`src/rtl/check_table.sv`:
```
// Expected-result table: one synchronous write port, one combinational read port.
module check_table #(
  parameter  int unsigned XLEN  = 32,
  parameter  int unsigned DEPTH = 16,
  localparam int unsigned AW    = $clog2(DEPTH)
) (
  input  logic            clk_i,
  input  logic            we_i,
  input  logic [AW-1:0]   waddr_i,
  input  logic [4:0]      wrd_i,
  input  logic [XLEN-1:0] wdata_i,
  input  logic [AW-1:0]   raddr_i,
  output logic [4:0]      rrd_o,
  output logic [XLEN-1:0] rdata_o
);

  logic [XLEN+4:0] mem_q [DEPTH];

  always_ff @(posedge clk_i) begin
    if (we_i) begin
      mem_q[waddr_i] <= {wrd_i, wdata_i};
    end
  end

  assign {rrd_o, rdata_o} = mem_q[raddr_i];

endmodule

```
`config.mk`:
```
export PLATFORM = sky130hd
export DESIGN_NAME = check_table
export DESIGN_NICKNAME = d
export VERILOG_FILES = /design/src/rtl/check_table.sv
export SDC_FILE = /design/constraint.sdc
export NUM_CORES = 1
export LEC_CHECK = 0
export CORE_AREA = 4 4 254 256
export CTS_BUF_LIST = sky130_fd_sc_hd__clkbuf_8
export DETAILED_ROUTE_END_ITERATION = 8
export DIE_AREA = 0 0 258 260
export PLACE_DENSITY_LB_ADDON = 0.08
export SYNTH_ARGS = -nofsm -noshare
export SYNTH_HDL_FRONTEND = slang
export SYNTH_SLANG_ARGS = --single-unit
```
`constraint.sdc`:
```
create_clock -name clk_i -period 3.92 [get_ports clk_i]
set_clock_uncertainty 0.2 [all_clocks]
set_input_delay 0.588 -clock clk_i [delete_from_list [all_inputs] [get_ports clk_i]]
set_output_delay 0.588 -clock clk_i [all_outputs]
set_load 0.05 [all_outputs]
```
==> metrics.txt, run 1 <==
status complete, no violations; minimum clock period 3.22 ns; Net Sw Frac 23.0%; Worst EP required 3.13 ns; Min-Delay Path Class input pin to flip-flop; leakage 8.44 nW; Largest Register mem_q; WP data arrival 2.43 ns; Die Y-Extent 260 um; Mapped Cells 926; fin area 0.0265 mm2; number of vias per cell 5.12; Register Area 0.0178 mm2; Placed Instance Area 0.0248 mm2; Avg WL per Cell 26.6 um; period utilisation layout 82.0%; largest family of logic cells by synthesized area multiplexers; combinational fraction of design power 7.6%; clock root buffer clkbuf_8; Sink Count 592; Inserted Clock Buffers 99; final hold slack 0.651 ns; Ports 84; Post-synth top cells edfxtp_1 (592), mux4_2 (148), a22oi_1 (74); RD Place Congestion 0.687; hold path cells 1; Post-Synth Adder-Cell Area 0%; vias in the first global route 11300; Final Max Slew Viols 0; Synth area leaders edfxtp_1 (80%), mux4_2 (15%), a22oi_1 (2.5%), nand2_1 (0.64%), buf_6 (0.36%); slowest CP cell mux4_2; Worst slew margin 56.5%; worst hold endpoint mem_q[10][13]; CTS tree done; Max Buffers Root-to-Sink 3; Die Span X 258 um; VDD IR max 0.000206 V; post-synthesis compound-gate area fraction 2.50%; final number of hold-violating endpoints 0; initial DRC count 669; Seq cells post-synth 592; Netlist cell types 17; biggest registers after layout mem_q x592; Clock power frac 37.2%; drt drc 0; crit-path max cell delay 0.51 ns; CP endpoint kind output pin; Worst Hold Launch wdata_i[13]; Setup TNS 0 ns; Fill cells 5426; Routed WL 53900 um; die area 0.0671 mm2; max FFs per register 592; fraction of the mapped netlist area in simple logic gates 1.22%; first-pass GRT wire length 78800 um; post-layout util 42.5%; Row Count 92; Resize count post-CTS 0; Synth warnings 0; mux cell area share after synthesis 15.0%; core area 0.0625 mm2; P_sw 2.97 mW; share of the synthesized area in the top cell type 80.1%; H-tree Lvls 3; initial core utilization 35.5%; Area Overhead vs Synth 19.6%; Via Count 10400; Synth Area in XOR/XNOR 0%; hold buffers post-CTS 0; Pre-antenna DRT Iters 5; Cell Pwr Density 486 mW/mm2; maxcap violations 0; multi-input logic area 0.00432 mm2; register area share after synthesis 80.1%; most common cell in the synthesized netlist edfxtp_1; Critical Path Start raddr_i[0]; GRT Overall Usage 16.3%; delay-heaviest family, CP buffers and inverters; Power Internal 9.95 mW; Syn Nets 973; CP Cell Sequence buf_8, buf_4, mux4_2, a22oi_1, nand2_1, buf_12; Post-DP HPWL 26400 um; WP buf/inv 3; post-route insts no fill 2027; RSZ-0062 raised after global routing false; CP Class input pin to output pin; Worst-Margin Slew 0.650 ns; I/O Buffers 83; largest net degree at the start of global routing 47; Routed Antenna Nets 0; Synth area leader edfxtp_1; initial antenna violation count 3; gr ovfl total 0; synthesized area per cell 24.0 um2; dominant synthesized flop cell edfxtp_1; type of origin of the critical path input pin; EDFF count, synth 592; Cells after DPL 1854; asr flop ratio synth 0%; critical path peak fanout 30; Mapped Area 0.0222 mm2; sequential share of power 55.2%; Max Clk Rate 0.311 GHz; Nets 1156; total setup buffers inserted after CTS 0; Final Setup Violations 0; clock transition at the registers of the reported paths 0.06 ns; share of layout cells above drive strength 1 31.2%
[power by group through the flow]
stage	Combinational (mW)	Clock [mW]	Sequential, mW
6_report	0.986	4.80	7.13
4_1_cts	1.01	4.99	7.13
5_1_grt	1.05	5.29	7.13
3_5_place_dp	1.01	0	7.26
3_3_place_gp	1.01	0	7.26
2_1_floorplan	0.527	0	7.25
[worst max path at each step]
stage                        to  cells past startpoint
finish               rdata_o[9]                      6
floorplan           mem_q[1][0]                      2
detailed placement  rdata_o[14]                      7
global route        rdata_o[14]                      7
CTS                 rdata_o[14]                      7
global placement    rdata_o[14]                      7
[kinds of logic (layout without fill, tap and decap cells)]
kind of cell,after synthesis,in the layout
AOI/OAI and AO/OA,74,74
and+or+nand+nor,64,64
muxes,148,148
DFF,592,592
other,0,3
buffers and inverters,48,300
[routing by layer]
layer	wire, um	up-vias	global-route usage [%]
met5	0	-	0
met4	1050	0	4.85
met3	2420	77	3.13
met2	26800	248	27.0
met1	23700	5660	22.0
li1	-	4386	-
[area by class of cell]
cell class                 count  area share (%)
antenna                        3          0.0283
clock buffer                 101            5.24
clock inverter                69            1.16
multi-input combinational    286            16.3
sequential                   592            67.0
tap                          846            3.99
timing repair buffer         130            6.35
[cells in the final DEF, fill, tap and decap left out]
cell / n
inv_6: 1
bufinv_16: 1
buf_4: 37
edfxtp_1: 592
nor3_4: 4
nor2_4: 13
buf_6: 1
nand2b_1: 2
buf_8: 1
nor2b_4: 2
and2_2: 1
nand3b_1: 2
inv_1: 32
clkinv_1: 25
buf_12: 47
diode_2: 3
or3b_2: 1
mux4_2: 148
clkdlybuf4s50_1: 44
clkbuf_8: 101
a22oi_1: 74
inv_8: 1
clkinv_2: 9
nand3_1: 1
nand2_1: 38
[stage by stage]
stage / setup slack (ns) / power (mW)
final: 0.704 / 12.9
after global routing: 0.577 / 13.5
after CTS: 0.657 / 13.1
after detailed placement: 0.661 / 8.27
after global placement: 0.665 / 8.26
after floorplan: 0.607 / 7.78
No activity file was read; power rests on OpenSTA's default activity.
==> inputs of run 2 (changes only) <==
==> constraint.sdc (replaced) <==
create_clock -name clk_i -period 3.4 [get_ports clk_i]
set_clock_uncertainty 0.2 [all_clocks]
set_input_delay 0.51 -clock clk_i [delete_from_list [all_inputs] [get_ports clk_i]]
set_output_delay 0.51 -clock clk_i [all_outputs]
set_load 0.05 [all_outputs]
==> run 2 against run 1 <==
  * First-iteration DRC count up 8.7%
  * Non-clock buffer count unchanged
  * Sequential power up 15%
  * Wire length down 0.62%
  * Cell count up 0.59%
  * Combinational power up 15%
  * Hold slack worse by 0.073 ns
  * Total power up 17%
  * Design area up 0.23%
  * Critical endpoint is now rdata_o[6]
==> metrics.txt, run 2 (synthesis gave the netlist of run 1 again) <==
Final Setup Violations 0; clock root buffer clkbuf_8; Die Span X 258 um; initial core utilization 35.5%; first-pass GRT wire length 78000 um; Worst slew margin 61.1%; final number of hold-violating endpoints 0; WL met2 26800 um; WP data arrival 2.25 ns; Resize count post-CTS 0; Top Layer Used met5; Metal-1 WL 23700 um; clock transition at the registers of the reported paths 0.06 ns; Final Max Slew Viols 0; most common cell after layout, fill and taps aside edfxtp_1; CP endpoint kind output pin; Pre-antenna DRT Iters 4; Max Buffers Root-to-Sink 3; VDD IR max 0.000254 V; Setup TNS 0 ns; Area Overhead vs Synth 19.8%; core area 0.0625 mm2; Row Count 92; vias in the first global route 11100; biggest registers after layout mem_q x592; pre-CTS WS 0.426 ns; period utilisation layout 87.2%; Ports 84; max FFs per register 592; Die Y-Extent 260 um; Routed Antenna Nets 0; Cell Pwr Density 567 mW/mm2; GRT Overall Usage 16.2%; CP Class input pin to output pin; commonest non-fill, non-tap cells in the layout edfxtp_1 (592), mux4_2 (148), clkbuf_8 (101); CTS tree done; Worst-Margin Slew 0.581 ns; gr ovfl total 0; Nets 1156; Post-DP HPWL 26300 um; RD Place Congestion 0.693; Max Clk Rate 0.337 GHz; Avg WL per Cell 26.3 um; Via Count 10300; Routed WL 53600 um; status complete, no violations; Inserted Clock Buffers 99; I/O Buffers 83; post-route worst setup slack 0.437 ns; hold buffers post-CTS 0; die area 0.0671 mm2; leakage 8.45 nW; Sink Count 592; Largest Register mem_q; Worst EP required 2.69 ns; Min-Delay Path Class input pin to flip-flop; type of origin of the critical path input pin; drt drc 0; post-layout util 42.6%; initial DRC count 727; RSZ-0062 raised after global routing false; met3 wire len 2170 um; number of vias per cell 5.06; total setup buffers inserted after CTS 0; critical path peak fanout 37; H-tree Lvls 3; initial antenna violation count 4; share of layout cells above drive strength 1 31.2%; maxcap violations 0; largest net degree at the start of global routing 45; minimum clock period 2.96 ns
==> run 2: changes by cell type in the layout (fill, tap and decap cells not counted), sizes merged <==
cell	previous run	this run
diode	3	6
inv	34	31
clkinv	34	41
clkinvlp	0	3
bufinv	1	3
==> run 2: worst paths after layout <==
check / start / to / slack [ns] / depth (start not counted)
worst min-delay path: wdata_i[16] / mem_q[10][16] / 0.58 / 1
worst max-delay path: raddr_i[3] / rdata_o[6] / 0.44 / 6
==> run 2: final cells by class <==
cell class	instances	area (um2)
fillers	5449	35900
clock buffers	101	1390
clock inverters	78	400
repair buffers	130	1650
well taps	846	1060
flip-flops and latches	592	17800
diodes	6	15.0
multi-input cells	286	4320
==> run 2: per-layer routing <==
metal	track usage (%)	vias to the layer above
met2	27.1	222
met3	3.10	75
met1	21.8	5625
met5	0	-
li1	-	4395
met4	4.64	4
==> run 2: report_power, final <==
part,leakage (nW),switching [mW],total [mW],internal [mW]
Clock,1.01,2.76,5.73,2.98
Sequential,5.35,0.0281,8.22,8.19
Combinational,2.09,0.665,1.13,0.463
==> run 2: worst max-delay path: stages <==
cell,delay [ns]
clkdlybuf4s50_1,0.63
nor2b_4,0.23
buf_12,0.31
a22oi_1,0.16
nand2_1,0.23
buf_12,0.17
==> run 2: through the flow <==
stage	hold WS [ns]	std cells	cell area [um2]	power, mW
after CTS	0.512	2033	26600	15.3
after detailed placement	1.14	1854	24800	9.52
after global placement	1.13	1854	24800	9.52
final	0.578	2039	26600	15.1
after floorplan	0.409	926	22200	8.97
after global routing	0.570	2038	26600	15.7
==> inputs of run 3 (changes only) <==
--- a/config.mk
+++ b/config.mk
@@ -5,11 +5,14 @@
 export SDC_FILE = /design/constraint.sdc
 export NUM_CORES = 1
 export LEC_CHECK = 0
+export CELL_PAD_IN_SITES_DETAIL_PLACEMENT = 0
+export CELL_PAD_IN_SITES_GLOBAL_PLACEMENT = 1
 export CORE_AREA = 4 4 254 256
 export CTS_BUF_LIST = sky130_fd_sc_hd__clkbuf_8
 export DETAILED_ROUTE_END_ITERATION = 8
 export DIE_AREA = 0 0 258 260
 export PLACE_DENSITY_LB_ADDON = 0.08
+export SLEW_MARGIN = 10
 export SYNTH_ARGS = -nofsm -noshare
 export SYNTH_HDL_FRONTEND = slang
 export SYNTH_SLANG_ARGS = --single-unit
==> run 3 against run 2 <==
  * Via count rose by 0.87%
  * Count of clock-buffer cells in the layout up 1
  * Highest routed layer unchanged
  * Flip-flop and latch count did not move
  * Critical endpoint is now rdata_o[24]
  * Critical path type unchanged
  * Clock power rose by 2%
  * Global-route usage down 0.11 points
==> metrics.txt, run 3 (synthesis gave the netlist of run 1 again) <==
status complete, no violations; I/O Buffers 83; Largest Register mem_q; maxcap violations 0; critical path peak fanout 37; Max Buffers Root-to-Sink 3; Cells after DPL 1847; Cell Pwr Density 570 mW/mm2; initial DRC count 676; clock root buffer clkbuf_8; Nets 1149; Max Clk Rate 0.340 GHz; Avg WL per Cell 26.3 um; Routed WL 53200 um; Area Overhead vs Synth 19.7%; Die Y-Extent 260 um; RD Place Congestion 0.669; CP Class input pin to output pin; Ports 84; clock transition at the registers of the reported paths 0.06 ns; Via Count 10400; period utilisation layout 86.6%; CTS tree done; Fill cells 5368; minimum clock period 2.94 ns; Min-Delay Path Class input pin to flip-flop; drt drc 0; RSZ-0062 raised after global routing false; die area 0.0671 mm2; final number of hold-violating endpoints 0; gr ovfl total 0; largest net degree at the start of global routing 38; VDD IR max 0.000229 V; core area 0.0625 mm2; met1 Resource Use GR 23.7%; biggest registers after layout mem_q x592; max FFs per register 592; CP endpoint kind output pin; commonest non-fill, non-tap cells in the layout edfxtp_1 (592), mux4_2 (148), clkbuf_8 (102); Worst slew margin 61.4%; GRT busiest layer met2; number of vias per cell 5.14; crit-path max cell delay 0.61 ns; Routed Antenna Nets 0; CP Cell Sequence clkdlybuf4s50_1, nor2b_4, buf_12, a22oi_1, nand2_1, buf_4; most common cell after layout, fill and taps aside edfxtp_1; hold buffers post-CTS 0; slowest CP cell clkdlybuf4s50_1; Worst EP required 2.69 ns; Final Setup Violations 0; Row Count 92; vias in the first global route 11100; power consumption 15.2 mW; Pre-antenna DRT Iters 5; WP buf/inv 3; total setup buffers inserted after CTS 0; met3 global-route usage 3.36%; initial antenna violation count 3; Resize count post-CTS 0; Post-DP HPWL 25500 um; H-tree Lvls 3; Setup TNS 0 ns; delay-heaviest family, CP buffers and inverters; post-route insts no fill 2024; first-pass GRT wire length 78100 um; leakage 8.45 nW; GRT Overall Usage 16.1%; post-layout util 42.5%; Worst-Margin Slew 0.577 ns; share of layout cells above drive strength 1 31.3%; initial core utilization 35.5%; WP data arrival 2.23 ns; Sink Count 592; Final Max Slew Viols 0; Die Span X 258 um; type of origin of the critical path input pin; grt met2 use 24.3%; Inserted Clock Buffers 99
[run 3: changes by cell type in the layout (fill, tap and decap cells not counted)]
cell and change:
clkbuf_8 +1, clkinv_1 -10, buf_12 +1, inv_1 +2, buf_4 -8, clkinv_2 +4
inv_6 +1, clkinvlp_4 -2, diode_2 -5, bufinv_16 +1
[run 3: metal layers]
metal,vias to the layer above,part of all wire (%)
met3,84,5.2
met1,5671,47
li1,4380,-
met2,272,46
met4,4,1.8
met5,-,0.047
[run 3: area by class of cell]
cell class                      instances  area (um2)  area share [%]
Clock buffer                          102        1400            5.28
Antenna cell                            1        2.50         0.00941
Timing Repair Buffer                  123        1610            6.05
Clock inverter                         74         414            1.56
Multi-Input combinational cell        286        4320            16.2
Sequential cell                       592       17800            66.9
Tap cell                              846        1060            3.98
[run 3: final timing paths]
path	start	endpoint	depth (start not counted)
worst max-delay path	raddr_i[3]	rdata_o[24]	6
worst min-delay path	wdata_i[11]	mem_q[4][11]	1
[run 3: through the flow]
step	setup slack, ns	instance area, um2	hold WS (ns)
CTS	0.447	26600	0.491
global placement	0.460	24800	1.15
detailed placement	0.454	24800	1.14
global route	0.374	26600	0.554
floorplan	0.165	22200	0.409
finish	0.457	26600	0.565
[run 3: power breakdown]
| part | total (mW) | internal [mW] | switching [mW] |
|---|---|---|---|
| Sequential | 8.22 | 8.19 | 0.0281 |
| Clock | 5.82 | 3.08 | 2.74 |
| Combinational | 1.12 | 0.457 | 0.664 |
